<file path="src/rtl/fsm_vector_sequencer_if.sv">
`timescale 1ns/1ps
`default_nettype none
// ============================================================================
// Module      : fsm_vector_sequencer_if
// Description : Bundle of the control, vector-load, FSM-drive and result
//               signals of fsm_vector_sequencer.
//               slave  : sequencer side (drives fsm_reset/fsm_x and results)
//               master : controller side (drives start/num_vec/load_*)
//               fsm_y/fsm_state come from the FSM under control.
// Revision    : 1.0 - initial release
// ============================================================================
interface fsm_vector_sequencer_if #(
    parameter int AW = 4
);
    // Run control and vector loading
    logic          start;
    logic [AW:0]   num_vec;
    logic          load_we;
    logic [AW-1:0] load_addr;
    logic [7:0]    load_data;

    // Connection to the FSM under control
    logic          fsm_reset;
    logic          fsm_x;
    logic          fsm_y;
    logic [2:0]    fsm_state;

    // Status and results
    logic          busy;
    logic          done;
    logic [AW:0]   pass_count;
    logic [AW:0]   fail_count;
    logic          first_fail_valid;
    logic [AW-1:0] first_fail_idx;

    modport slave (
        input  start, num_vec, load_we, load_addr, load_data, fsm_y, fsm_state,
        output fsm_reset, fsm_x, busy, done, pass_count, fail_count,
               first_fail_valid, first_fail_idx
    );

    modport master (
        output start, num_vec, load_we, load_addr, load_data,
        input  fsm_reset, fsm_x, busy, done, pass_count, fail_count,
               first_fail_valid, first_fail_idx
    );
endinterface
`default_nettype wire

</file>
<file path="src/rtl/fsm_vector_sequencer.sv">
`timescale 1ns/1ps
`default_nettype none
// ============================================================================
// Module      : fsm_vector_sequencer
// Description : Stimulus/check controller for a 3-bit-state Mealy FSM.
//               Holds DEPTH programmable vectors {x, y_exp, cstate_exp,
//               nstate_exp}, resets the FSM for two cycles, applies one x per
//               clock and scores y/state against each vector, reporting
//               pass/fail counts and the index of the first failure.
// Ports       : clk, reset (async, active-high)
//               bus (slave): start/num_vec, load_we/load_addr/load_data,
//               fsm_reset/fsm_x out, fsm_y/fsm_state in, busy, done,
//               pass_count, fail_count, first_fail_valid, first_fail_idx
// Revision    : 1.0 - initial release
// ============================================================================
module fsm_vector_sequencer #(
    parameter int DEPTH = 16,
    parameter int AW    = 4
) (
    input  logic                  clk,
    input  logic                  reset,
    fsm_vector_sequencer_if.slave bus
);

    typedef enum logic [2:0] {
        S_IDLE  = 3'd0,
        S_RST1  = 3'd1,
        S_RST2  = 3'd2,
        S_RUN   = 3'd3,
        S_FINAL = 3'd4,
        S_DONE  = 3'd5
    } state_t;

    localparam logic [AW:0]   c_DEPTH   = (AW+1)'(DEPTH);
    localparam logic [AW:0]   c_CNT_ONE = (AW+1)'(1);
    localparam logic [AW-1:0] c_IDX_ONE = AW'(1);

    state_t        r_state;
    state_t        w_next;
    logic          w_busy;

    logic [7:0]    r_mem [DEPTH];

    logic [AW:0]   r_count;
    logic [AW:0]   r_passCount;
    logic [AW:0]   r_failCount;
    logic [AW-1:0] r_idx;
    logic [AW-1:0] r_ffIdx;
    logic          r_ffValid;
    logic          r_fsmReset;
    logic          r_fsmX;
    logic          r_done;
    logic          r_lastPass;
    logic [2:0]    r_prevNstate;

    logic [AW:0]   w_countM1;
    logic [AW:0]   w_numSat;
    logic [AW-1:0] w_idxNext;
    logic [AW-1:0] w_xIdx;
    logic          w_lastVec;
    logic          w_vecPass;
    logic          w_revoke;
    logic          w_memWe;
    logic          w_fsmXNext;

    // ------------------------------------------------------------------------
    // State register
    // ------------------------------------------------------------------------
    always_ff @(posedge clk or posedge reset) begin
        if (reset) begin
            r_state <= S_IDLE;
        end else begin
            r_state <= w_next;
        end
    end

    // ------------------------------------------------------------------------
    // Next-state and busy decode
    // ------------------------------------------------------------------------
    always_comb begin
        w_next = r_state;
        w_busy = 1'b1;
        case (r_state)
            S_IDLE: begin
                w_busy = 1'b0;
                if (bus.start) begin
                    w_next = S_RST1;
                end
            end
            S_RST1:  w_next = S_RST2;
            S_RST2:  w_next = (r_count == '0) ? S_DONE : S_RUN;
            S_RUN: begin
                if (w_lastVec) begin
                    w_next = S_FINAL;
                end
            end
            S_FINAL: w_next = S_DONE;
            S_DONE:  w_next = S_IDLE;
            default: w_next = S_IDLE;
        endcase
    end

    // ------------------------------------------------------------------------
    // Datapath decode
    // ------------------------------------------------------------------------
    always_comb begin
        w_countM1 = r_count - c_CNT_ONE;
        w_lastVec = ({1'b0, r_idx} == w_countM1);
        w_idxNext = r_idx + c_IDX_ONE;
        w_numSat  = (bus.num_vec > c_DEPTH) ? c_DEPTH : bus.num_vec;
        w_memWe   = bus.load_we && !w_busy && ({1'b0, bus.load_addr} < c_DEPTH);

        // Vector i is scored on the cycle its x is applied; the previous
        // vector's predicted next state is confirmed here as well.
        w_vecPass = (bus.fsm_y == r_mem[r_idx][6])
                 && (bus.fsm_state == r_mem[r_idx][5:3])
                 && ((r_idx == '0) || (bus.fsm_state == r_prevNstate));

        // The last vector's next state can only be seen in FINAL, so a pass
        // already counted for it may have to be taken back.
        w_revoke  = r_lastPass && (bus.fsm_state != r_prevNstate);

        // x is registered one cycle ahead: on entry to RUN fetch vector 0,
        // during RUN fetch the following vector, hold through FINAL.
        w_xIdx     = (r_state == S_RST2) ? '0 : w_idxNext;
        w_fsmXNext = 1'b0;
        if (w_next == S_RUN) begin
            w_fsmXNext = r_mem[w_xIdx][7];
        end else if (w_next == S_FINAL) begin
            w_fsmXNext = r_fsmX;
        end
    end

    // ------------------------------------------------------------------------
    // Vector memory (not cleared by reset)
    // ------------------------------------------------------------------------
    always_ff @(posedge clk) begin
        if (w_memWe) begin
            r_mem[bus.load_addr] <= bus.load_data;
        end
    end

    // ------------------------------------------------------------------------
    // Registered outputs, counters and scoring
    // ------------------------------------------------------------------------
    always_ff @(posedge clk or posedge reset) begin
        if (reset) begin
            r_fsmReset   <= 1'b1;
            r_fsmX       <= 1'b0;
            r_done       <= 1'b0;
            r_count      <= '0;
            r_passCount  <= '0;
            r_failCount  <= '0;
            r_ffValid    <= 1'b0;
            r_ffIdx      <= '0;
            r_idx        <= '0;
            r_lastPass   <= 1'b0;
            r_prevNstate <= 3'd0;
        end else begin
            r_fsmReset <= (w_next == S_RST1) || (w_next == S_RST2);
            r_fsmX     <= w_fsmXNext;
            r_done     <= (w_next == S_DONE);

            case (r_state)
                S_IDLE: begin
                    if (bus.start) begin
                        r_count     <= w_numSat;
                        r_passCount <= '0;
                        r_failCount <= '0;
                        r_ffValid   <= 1'b0;
                        r_ffIdx     <= '0;
                        r_idx       <= '0;
                        r_lastPass  <= 1'b0;
                    end
                end
                S_RUN: begin
                    if (w_vecPass) begin
                        r_passCount <= r_passCount + c_CNT_ONE;
                    end else begin
                        r_failCount <= r_failCount + c_CNT_ONE;
                        if (!r_ffValid) begin
                            r_ffValid <= 1'b1;
                            r_ffIdx   <= r_idx;
                        end
                    end
                    r_lastPass   <= w_vecPass;
                    r_prevNstate <= r_mem[r_idx][2:0];
                    r_idx        <= w_idxNext;
                end
                S_FINAL: begin
                    if (w_revoke) begin
                        r_passCount <= r_passCount - c_CNT_ONE;
                        r_failCount <= r_failCount + c_CNT_ONE;
                        if (!r_ffValid) begin
                            r_ffValid <= 1'b1;
                            r_ffIdx   <= w_countM1[AW-1:0];
                        end
                    end
                end
                default: ;
            endcase
        end
    end

    assign bus.fsm_reset        = r_fsmReset;
    assign bus.fsm_x            = r_fsmX;
    assign bus.busy             = w_busy;
    assign bus.done             = r_done;
    assign bus.pass_count       = r_passCount;
    assign bus.fail_count       = r_failCount;
    assign bus.first_fail_valid = r_ffValid;
    assign bus.first_fail_idx   = r_ffIdx;

endmodule
`default_nettype wire
</file>
<file path="src/flat_wrapper.sv">
// flat-port wrapper written by rule: the top's interface ports become plain ports
module fsm_vector_sequencer_flat 
#(
    parameter int DEPTH = 16,
    parameter int AW    = 4
)
  (clk, reset, bus_start, bus_num_vec, bus_load_we, bus_load_addr, bus_load_data, bus_fsm_y, bus_fsm_state, bus_fsm_reset, bus_fsm_x, bus_busy, bus_done, bus_pass_count, bus_fail_count, bus_first_fail_valid, bus_first_fail_idx);
  fsm_vector_sequencer_if #(.AW(AW)) bus_i ();
  input  logic clk;
  input  logic reset;
  input wire logic [$bits(bus_i.start)-1:0] bus_start;
  input wire logic [$bits(bus_i.num_vec)-1:0] bus_num_vec;
  input wire logic [$bits(bus_i.load_we)-1:0] bus_load_we;
  input wire logic [$bits(bus_i.load_addr)-1:0] bus_load_addr;
  input wire logic [$bits(bus_i.load_data)-1:0] bus_load_data;
  input wire logic [$bits(bus_i.fsm_y)-1:0] bus_fsm_y;
  input wire logic [$bits(bus_i.fsm_state)-1:0] bus_fsm_state;
  output wire logic [$bits(bus_i.fsm_reset)-1:0] bus_fsm_reset;
  output wire logic [$bits(bus_i.fsm_x)-1:0] bus_fsm_x;
  output wire logic [$bits(bus_i.busy)-1:0] bus_busy;
  output wire logic [$bits(bus_i.done)-1:0] bus_done;
  output wire logic [$bits(bus_i.pass_count)-1:0] bus_pass_count;
  output wire logic [$bits(bus_i.fail_count)-1:0] bus_fail_count;
  output wire logic [$bits(bus_i.first_fail_valid)-1:0] bus_first_fail_valid;
  output wire logic [$bits(bus_i.first_fail_idx)-1:0] bus_first_fail_idx;
  assign bus_i.start = bus_start;
  assign bus_i.num_vec = bus_num_vec;
  assign bus_i.load_we = bus_load_we;
  assign bus_i.load_addr = bus_load_addr;
  assign bus_i.load_data = bus_load_data;
  assign bus_i.fsm_y = bus_fsm_y;
  assign bus_i.fsm_state = bus_fsm_state;
  assign bus_fsm_reset = bus_i.fsm_reset;
  assign bus_fsm_x = bus_i.fsm_x;
  assign bus_busy = bus_i.busy;
  assign bus_done = bus_i.done;
  assign bus_pass_count = bus_i.pass_count;
  assign bus_fail_count = bus_i.fail_count;
  assign bus_first_fail_valid = bus_i.first_fail_valid;
  assign bus_first_fail_idx = bus_i.first_fail_idx;
  fsm_vector_sequencer #(.DEPTH(DEPTH), .AW(AW)) u_core (.clk(clk), .reset(reset), .bus(bus_i));
endmodule
</file>
<file path="config.mk">
export PLATFORM = sky130hd
export DESIGN_NAME = fsm_vector_sequencer_flat
export DESIGN_NICKNAME = d
export VERILOG_FILES = /design/src/rtl/fsm_vector_sequencer_if.sv /design/src/rtl/fsm_vector_sequencer.sv /design/src/flat_wrapper.sv
export SDC_FILE = /design/constraint.sdc
export NUM_CORES = 1
export LEC_CHECK = 0
export BUFFER_PORTS_ARGS = -buffer_cell sky130_fd_sc_hd__buf_2
export CORE_ASPECT_RATIO = 0.6
export CORE_MARGIN = 2
export CORE_UTILIZATION = 54
export DETAILED_ROUTE_END_ITERATION = 16
export PLACE_DENSITY = 0.86
export SLEW_MARGIN = 40
export SYNTH_ARGS = -nofsm -noshare
export SYNTH_HDL_FRONTEND = slang
export SYNTH_SLANG_ARGS = --single-unit
</file>
<file path="constraint.sdc">
create_clock -name clk -period 2.77 [get_ports clk]
set_clock_uncertainty 0.05 [all_clocks]
set_input_delay 0 -clock clk [delete_from_list [all_inputs] [get_ports clk]]
set_output_delay 0 -clock clk [all_outputs]
set_load 0.02 [all_outputs]
</file>
**Yosys cells after proc, flatten, opt, wreduce, memory -nomap -nowiden**

Memory sizes are Yosys's and may differ from the RTL's.
Index checks and enable logic that the tools add are counted.

- Memories: 1
- ROM bits: 0
- Input port bits: 25
- Register bits: 34
- Bits in latches: 0
- RAM bits: 128

Memory list:

| name | depth | bits a word | read ports | clocked after Yosys merged registers in | wr ports | RTL line | RTL |
|---|---|---|---|---|---|---|---|
| u_core.r_mem | 16 | 8 | 2 | 0 | 1 | fsm_vector_sequencer.sv:42 | `logic [7:0] r_mem [DEPTH];` |

- Multiply operators: 0
- Add/sub/neg operators: 5
- Bitwise gates (word level): 0
- Divide/modulo/power cells: 0
- Shifts and indexed selects: 0
- Multiplexer cells: 30
- Magnitude comparators: 1
- Reductions and logical operators: 16
- Equal/unequal tests: 21

Operators by type and width:

| operator | number |
|---|---|
| $mux W5 | 6 |
| $pmux W5 S3 | 2 |
| $mux W4 | 6 |
| $pmux W3 S5 | 1 |
| $eq A3 B2 Y1 const B | 4 |
| $pmux W4 S3 | 1 |
| $add A5 B1 Y5 const B | 2 |
| $sub A5 B1 Y5 const B | 2 |
| $eq A3 B3 Y1 const B | 3 |
| $mux W3 | 3 |
| $mux W1 | 8 |
| $ne A2 B2 Y1 const B | 4 |
| $pmux W4 S2 | 1 |
| $reduce_and A4 Y1 | 2 |
| $eq A3 B1 Y1 const B | 2 |
| $eq A3 B3 Y1 | 2 |
| $ne A2 B1 Y1 const B | 3 |
| $reduce_and A6 Y1 | 1 |
| $eq A4 B5 Y1 | 1 |
| $gt A5 B5 Y1 const B | 1 |
| $logic_not A5 Y1 | 1 |
| $add A4 B1 Y4 const B | 1 |
| $logic_and A1 B1 Y1 | 4 |
| $logic_not A4 Y1 | 1 |
| other kinds (9) | 11 |

**Logic depth before layout (Yosys ltp)**

Gate-level depths: netlist (run 1).

- Depth in word-level cells: 7
- Gate-level depth with buffers: 12
- Depth with buffers taken out: 11

**Worst setup path before layout (run 1)**

No wires, ideal clock.

- Path type: register to register
- Start point: register u_core.r_idx[1]
- End point: register u_core.r_ffIdx[0], in the netlist u_core.bus.first_fail_idx[0]
- Period minus slack after synthesis: 2.771 ns
- Setup time: 0.125 ns
- Slack: -0.001 ns
- Arrival: 2.596 ns
- Stages on the path, launching flop included: 9
- Buffers on the path: 2
- Required time: 2.595 ns
- Cells stage by stage: dfrtp_1 > buf_6 > mux4_1 > mux4_2 > xnor2_1 > and4_1 > buf_6 > a211oi_4 > mux2_2

- Word-level cells in the longest chain between the ends: 6
- Elaborated cells between the ends (all ways): 9
- Those cells by class: eq/ne: 3; reduce/logical: 5; memory: 1

RTL lines:

| item | RTL line | RTL |
|---|---|---|
| start: declaration | fsm_vector_sequencer.sv:47 | `logic [AW-1:0] r_idx;` |
| start signal: assignment | fsm_vector_sequencer.sv:188 | `r_idx <= w_idxNext;` |
| $mem_v2 Z16 W8 | - |  |
| $eq A3 B3 Y1 / $eq A1 B1 Y1 (equally long branches) | fsm_vector_sequencer.sv:116, fsm_vector_sequencer.sv:115 |  |
| $logic_and A1 B1 Y1 | fsm_vector_sequencer.sv:116 | `&& (bus.fsm_state == r_mem[r_idx][5:3])` |
| $logic_and A1 B1 Y1 * | fsm_vector_sequencer.sv:117 | `&& ((r_idx == '0) \|\| (bus.fsm_state == r_prevNstate));` |
| $ne A2 B2 Y1 (no source line) * | - |  |
| $reduce_and A6 Y1 (no source line) * | - |  |
| end signal: assignment | fsm_vector_sequencer.sv:183 | `r_ffIdx <= r_idx;` |
| end signal: assignment | fsm_vector_sequencer.sv:196 | `r_ffIdx <= w_countM1[AW-1:0];` |
| end: declaration | fsm_vector_sequencer.sv:48 | `logic [AW-1:0] r_ffIdx;` |

Every way passes the cells marked *; elsewhere a longest branch is shown, timed or not.
A chain may end at the register's enable or synchronous reset.

**Worst setup path after layout (run 1)**

Ends and elaborated chain as after synthesis.

==> results of run 1 <==
synthesized netlist by cell type (3+ instances only):
cell type | n | area share [%]
buf_6 | 3 | 0.48
mux2_2 | 8 | 1.3
ha_1 | 7 | 1.2
buf_1 | 4 | 0.21
dfrtp_1 | 33 | 12
edfxtp_1 | 128 | 55
nor2b_1 | 5 | 0.44
mux2i_1 | 17 | 2.4
or3_1 | 5 | 0.44
a21o_1 | 4 | 0.43
buf_2 | 3 | 0.21
o21ai_0 | 23 | 1.6
inv_1 | 10 | 0.53
o21a_1 | 3 | 0.32
a31oi_1 | 4 | 0.36
o31ai_1 | 3 | 0.32
nor2_1 | 25 | 1.3
nand2_1 | 26 | 1.4
nor3_1 | 8 | 0.57
o22ai_1 | 3 | 0.27
nand3_1 | 13 | 0.92
mux4_1 | 8 | 3.0
xor2_1 | 5 | 0.62
mux4_2 | 21 | 6.7
clkbuf_1 | 5 | 0.27
a21oi_1 | 9 | 0.64
nand2b_1 | 8 | 0.71
xnor2_1 | 12 | 1.5
and4_1 | 4 | 0.50
logic make-up after synthesis:
group | after synthesis | synth area share, %
buffers and inverters | 29 | 2.03
XOR/XNOR | 17 | 2.11
adder cells (fa/ha/maj) | 8 | 1.53
AND/OR/NAND/NOR | 110 | 7.98
flip-flops | 162 | 66.7
multiplexers | 55 | 13.6
AO/OA/AOI/OAI | 65 | 6.08
tightest hold or removal path, cell delays in order:
cell    delay, ns
buf_2        0.14
nor3_1       0.09
buf_4        0.16
path summary, 6_finish.rpt:
| kind | endpoint | start | cells past startpoint |
|---|---|---|---|
| max in group asynchronous | u_core.r_state[1] | reset | 4 |
| worst max register to register | u_core.bus.first_fail_idx[0] | u_core.r_idx[1] | 9 |
| worst min-delay path | u_core.r_mem[0][1] | bus_load_addr[2] | 3 |
| min in group asynchronous | u_core.r_count[0] | reset | 4 |
| worst min register to register | u_core.bus.first_fail_idx[3] | u_core.bus.first_fail_idx[3] | 1 |
| worst max-delay path | u_core.bus.first_fail_idx[0] | u_core.r_idx[1] | 9 |
through the flow:
| step | setup WS [ns] | total power [mW] |
|---|---|---|
| 2_1_floorplan | 0.0487 | 5.04 |
| 3_3_place_gp | 0.0116 | 5.76 |
| 3_5_place_dp | -0.0948 | 5.93 |
| 4_1_cts | -0.00869 | 8.39 |
| 5_1_grt | -0.117 | 8.96 |
| 6_report | -0.0570 | 8.63 |
per-layer routing:
layer / global-route usage (%) / vias up
li1: - / 1981
met1: 38.5 / 2368
met2: 39.3 / 338
met3: 7.59 / 47
met4: 9.50 / 0
met5: 0 / -
sequential cells by signal (all words and copies together) (netlist names):
| name | flops |
|---|---|
| u_core.r_count | 5 |
| u_core.bus.done | 1 |
| u_core.bus.pass_count | 5 |
| u_core.r_lastPass | 1 |
| u_core.r_prevNstate | 3 |
| u_core.r_mem | 128 |
| u_core.bus.first_fail_valid | 1 |
| u_core.r_idx | 4 |
| u_core.r_state | 3 |
| u_core.bus.fsm_reset | 1 |
| u_core.bus.first_fail_idx | 4 |
| u_core.bus.fsm_x | 1 |
| u_core.bus.fail_count | 5 |
power by group through the flow:
stage          Sequential, mW  Combinational (mW)  Clock, mW
2_1_floorplan            3.11                1.93          0
3_3_place_gp             3.06                2.70          0
3_5_place_dp             3.08                2.85          0
4_1_cts                  3.04                3.11       2.24
5_1_grt                  3.07                3.55       2.34
6_report                 3.06                3.35       2.22
cell type report:
type,count,share of cell area (%)
timing repair buffer,119,10.2
sequential,162,54.2
clock buffer,26,6.02
inverter,12,0.577
multi-input combinational,255,26.1
tap,170,2.45
clock inverter,6,0.491
timing repair:
action                                 4_1_cts  5_1_grt
resized for setup                           25       15
hold buffers                                17        0
pin swaps                                    5        8
setup endpoints to repair                    9       16
buffers inserted                             7        7
endpoints found under the hold margin      167        0
==> results.sh, run 1 <==
export IMPL_outcome="finished with violations"
export IMPL_failed_checks="negative setup slack"
export IMPL_dieArea_um2=14000
export IMPL_swShare_pct=34.3
export IMPL_setup_worst_path_class="flop to flop"
export IMPL_finalCritPeriodShare_pct=102
export IMPL_synth_cells=446
export IMPL_p_sw_mw=2.96
export IMPL_worst_path_buf_inv=3
export IMPL_ios=44
export IMPL_internal_power_mw=5.67
export IMPL_ys_async_sr_fraction_pct=21.0
export IMPL_cp_top_family="multiplexers"
export IMPL_final_max_slew_viol_count=0
export IMPL_drive_gt1_share_pct=32.6
export IMPL_coreArea_um2=12800
export IMPL_antenna_found_initial=0
export IMPL_cellLeakagePower_nw=3.28
export IMPL_register_area_um2=4700
export IMPL_yosys_most_used_dff="edfxtp_1"
export IMPL_setup_slack_ns=-0.0570
export IMPL_drc=0
export IMPL_cts_made_buffers=17
export IMPL_clkLatencyLatePin_ns=0.42
export IMPL_synth_seq_cells=162
export IMPL_cp_max_fo=5
export IMPL_wl_met1_um=7120
export IMPL_io_buffers=43
export IMPL_num_vias=4734
export IMPL_syn_area_per_cell_um2=15.8
export IMPL_grt_pass1_wl_um=26600
export IMPL_chipHeight_um=92.5
export IMPL_ctsHtreeMaxLevel=4
export IMPL_synth_edff_count=128
export IMPL_wl_met3_um=2070
export IMPL_ys_types=57
export IMPL_place_inst=688
export IMPL_final_common_cell="edfxtp_1"
export IMPL_fp_row_count=32
export IMPL_ant_nets=0
export IMPL_place_hpwl_um=11600
export IMPL_p_clk_share_pct=25.8
export IMPL_gr_total_overflow=0
export IMPL_cts_num_sinks=162
export IMPL_p_comb_share_pct=38.8
export IMPL_yosysWarnings=0
export IMPL_wl_per_cell_um=23.8
export IMPL_power_density_nw_per_um2=996
export IMPL_ir_drop_mv=0.685
export IMPL_fp_dieW_um=151
export IMPL_postLayoutCellArea_um2=8670
export IMPL_clk_transition_reported_paths_ns=0.06
export IMPL_multi_input_area_um2=2260
export IMPL_track_usage_pct=26.7
export IMPL_cpPeakStageDelay_ns=0.53
export IMPL_slew_headroom_pct=61.0
export IMPL_syn_nets=479
export IMPL_rsz0062_at_grt="yes"
export IMPL_met2_length_um=8260
export IMPL_cts_root_buffer="clkbuf_16"
export IMPL_utilization_pct=67.9
export IMPL_drv_cap=0
export IMPL_final_cell_mix="edfxtp_1, buf_4, buf_2"
export IMPL_min_period_ns=2.83
export IMPL_num_fill_cells=787
export IMPL_crit_arrival_ns=3.08
export IMPL_slowest_stage="mux4_2"
export IMPL_whs_ns=0.0895
export IMPL_antenna_cells=0
export IMPL_pwr_share_seq_pct=35.4
export IMPL_start_kind="flop"
export IMPL_cts_tree="built"
export IMPL_drtIter0Drc=567
export IMPL_highest_signal_layer="met4"
export IMPL_syn_to_final_growth_pct=23.1
export IMPL_fin_setup_tns_ns=-0.245
export IMPL_fin_cells=750
export IMPL_initial_core_util_pct=55.1
export IMPL_fmax_mhz=354
export IMPL_place_area_um2=7740
export IMPL_clockBufferDepth=2
export IMPL_nets=600
export IMPL_routabilityCongestion=0.887
export IMPL_viasPerCell=6.31
export IMPL_setup_viol=5
export IMPL_grt_start_max_net_pins=35
export IMPL_worstPathCellList="buf_12, buf_4, mux4_2, mux4_2, xnor2_2, and4_4, a211oi_4, buf_6, mux2_4"
export IMPL_endpoint_kind="flop"
export IMPL_syn_area_um2=7040
export IMPL_drt_pre_antenna_iters=5
export IMPL_grt_pass1_vias=4647
export IMPL_r2r_setup_slack_ns=-0.06
export IMPL_tightest_slew_ns=0.582
export IMPL_required_ns=3.02
export IMPL_hp_class="input port to flop"
export IMPL_wirelength_um=17900
export IMPL_ys_seq_area_share_pct=66.7
export IMPL_hold_viol=0
export IMPL_crit_top_cell="mux4_2"
No activity file was read; power rests on OpenSTA's default activity.
==> run 2, diff against run 1 <==
Settings changed: PLACE_DENSITY 0.86 to 0.78.
==> run 2 against run 1 <==
Compared with the run above:
- clock power increased by 5%
- critical path depth increased by 1
- hold slack got worse by 0.038 ns
- register-to-register slack got worse by 0.02 ns
- highest routed layer unchanged
- final area is 0.84% higher
- core utilization up 0.57 points
- largest cell class unchanged
- die area unchanged
- routed wire length down 2.9%
- sequential power about the same
- the flow still finishes with violations (negative setup slack)
- global-route usage fell by 0.72 points
- combinational power grew 1%
==> results.sh, run 2 (synthesized netlist as in run 1, its figures left out) <==
export IMPL_cts_tree="built"
export IMPL_ant_nets=0
export IMPL_drc=0
export IMPL_final_common_cell="edfxtp_1"
export IMPL_io_buffers=43
export IMPL_r2r_end="u_core.bus.first_fail_idx[0]"
export IMPL_clockBufferDepth=2
export IMPL_setup_viol=7
export IMPL_grt_pass1_wl_um=25700
export IMPL_ir_drop_mv=0.713
export IMPL_chipHeight_um=92.5
export IMPL_slew_headroom_pct=53.7
export IMPL_antenna_found_initial=0
export IMPL_min_period_ns=2.84
export IMPL_largest_reg_flops=128
export IMPL_nets=599
export IMPL_wirelength_um=17400
export IMPL_crit_arrival_ns=3.10
export IMPL_hold_end="u_core.r_state[0]"
export IMPL_drv_cap=0
export IMPL_rsz0062_at_grt="yes"
export IMPL_ios=44
export IMPL_final_max_slew_viol_count=0
export IMPL_failed_checks="negative setup slack"
export IMPL_outcome="finished with violations"
export IMPL_r2r_setup_slack_ns=-0.07
export IMPL_utilization_pct=68.5
export IMPL_required_ns=3.02
export IMPL_clk_transition_reported_paths_ns=0.07
export IMPL_regToRegStartpoint="u_core.r_idx[1]"
export IMPL_cp_max_fo=5
export IMPL_track_usage_pct=26.0
export IMPL_place_inst=687
export IMPL_fp_row_count=32
export IMPL_drt_pre_antenna_iters=6
export IMPL_antenna_cells=0
export IMPL_cts_num_sinks=162
export IMPL_internal_power_mw=5.76
export IMPL_gr_total_overflow=0
export IMPL_p_clk_share_pct=26.6
export IMPL_setup_slack_ns=-0.0748
export IMPL_routabilityCongestion=0.859
export IMPL_ctsHtreeMaxLevel=4
export IMPL_dieArea_um2=14000
export IMPL_postLayoutCellArea_um2=8740
export IMPL_syn_to_final_growth_pct=24.2
export IMPL_place_hpwl_um=11300
export IMPL_cts_root_buffer="clkbuf_16"
export IMPL_p_comb_share_pct=38.6
export IMPL_hp_class="input port to flop"
export IMPL_p_sw_mw=3.02
export IMPL_grt_pass1_vias=4297
export IMPL_finalCritPeriodShare_pct=103
export IMPL_setup_worst_path_class="flop to flop"
export IMPL_hp_start="bus_start"
export IMPL_final_cell_mix="edfxtp_1, buf_4, buf_2"
export IMPL_hold_path_depth=4
export IMPL_top_register="u_core.r_mem"
export IMPL_pwr_share_seq_pct=34.8
export IMPL_place_area_um2=7740
export IMPL_viasPerCell=6.17
export IMPL_coreArea_um2=12800
export IMPL_cellLeakagePower_nw=3.30
export IMPL_grt_start_max_net_pins=22
export IMPL_drive_gt1_share_pct=33.9
export IMPL_endpoint_kind="flop"
export IMPL_swShare_pct=34.4
export IMPL_hold_viol=0
export IMPL_clkLatencyLatePin_ns=0.42
export IMPL_tightest_slew_ns=0.691
export IMPL_whs_ns=0.0519
export IMPL_fmax_mhz=352
export IMPL_fin_cells=749
export IMPL_wl_per_cell_um=23.2
export IMPL_cts_made_buffers=17
export IMPL_ff2ff_path_depth=10
export IMPL_initial_core_util_pct=55.1
export IMPL_drtIter0Drc=626
export IMPL_fp_dieW_um=151
export IMPL_num_vias=4621
export IMPL_crit_start="u_core.r_idx[1]"
export IMPL_power_density_nw_per_um2=1000
export IMPL_start_kind="flop"
-- run 2: critical path: stages (launching register included) --
cell and delay, ns:
dfrtp_2 0.47, buf_12 0.17, buf_6 0.12, inv_4 0.06, mux4_2 0.51, mux2i_2 0.27, o32ai_2 0.15, and4_4 0.23
a211oi_4 0.22, buf_6 0.17, mux2_4 0.30
-- run 2: repair_timing --
item,CTS,global route
endpoints found under the setup margin,10,16
hold buffers,18,0
cloned,1,0
buffers inserted,8,3
hold endpoints to repair,146,0
pin swaps,6,12
resized for setup,26,24
-- run 2: power by group through the flow --
stage               Sequential, mW  Combinational [mW]  Clock [mW]
CTS                           3.03                3.11        2.34
finish                        3.05                3.39        2.34
global placement              3.06                2.70           0
detailed placement            3.07                2.79           0
global route                  3.07                3.58        2.45
floorplan                     3.11                1.93           0
-- run 2: metrics by stage --
stage	setup WS, ns	total power [mW]	setup TNS, ns
4_1_cts	-0.0255	8.49	-0.102
3_5_place_dp	-0.0878	5.86	-0.430
5_1_grt	-0.117	9.10	-0.910
6_report	-0.0748	8.78	-0.339
3_3_place_gp	-0.00702	5.77	-0.0273
2_1_floorplan	0.0487	5.04	0
-- run 2: metal layers --
metal	vias up	global-route usage, %	wire length, µm
met4	0	6.31	229
met2	297	36.3	7650
li1	1979	-	-
met1	2318	40.1	7410
met3	27	7.98	2060
met5	-	0	0
-- run 2: how the worst max path moves through the flow --
stage | to | slack (ns) | depth (start not counted)
2_1_floorplan | u_core.bus.first_fail_idx[0] | 0.05 | 8
3_3_place_gp | u_core.bus.first_fail_idx[3] | -0.007 | 8
3_5_place_dp | u_core.bus.first_fail_idx[0] | -0.09 | 8
4_1_cts | u_core.bus.first_fail_idx[0] | -0.03 | 9
5_1_grt | u_core.bus.pass_count[2] | -0.12 | 10
6_report | u_core.bus.first_fail_idx[0] | -0.07 | 10
-- run 2: layout make-up --
type	count	area [µm²]
Tap cell	170	213
Timing Repair Buffer	118	887
Multi-Input combinational cell	255	2320
Sequential cell	162	4700
Clock inverter	13	149
Inverter	12	47.5
Fill cell	786	4030
Clock buffer	19	433
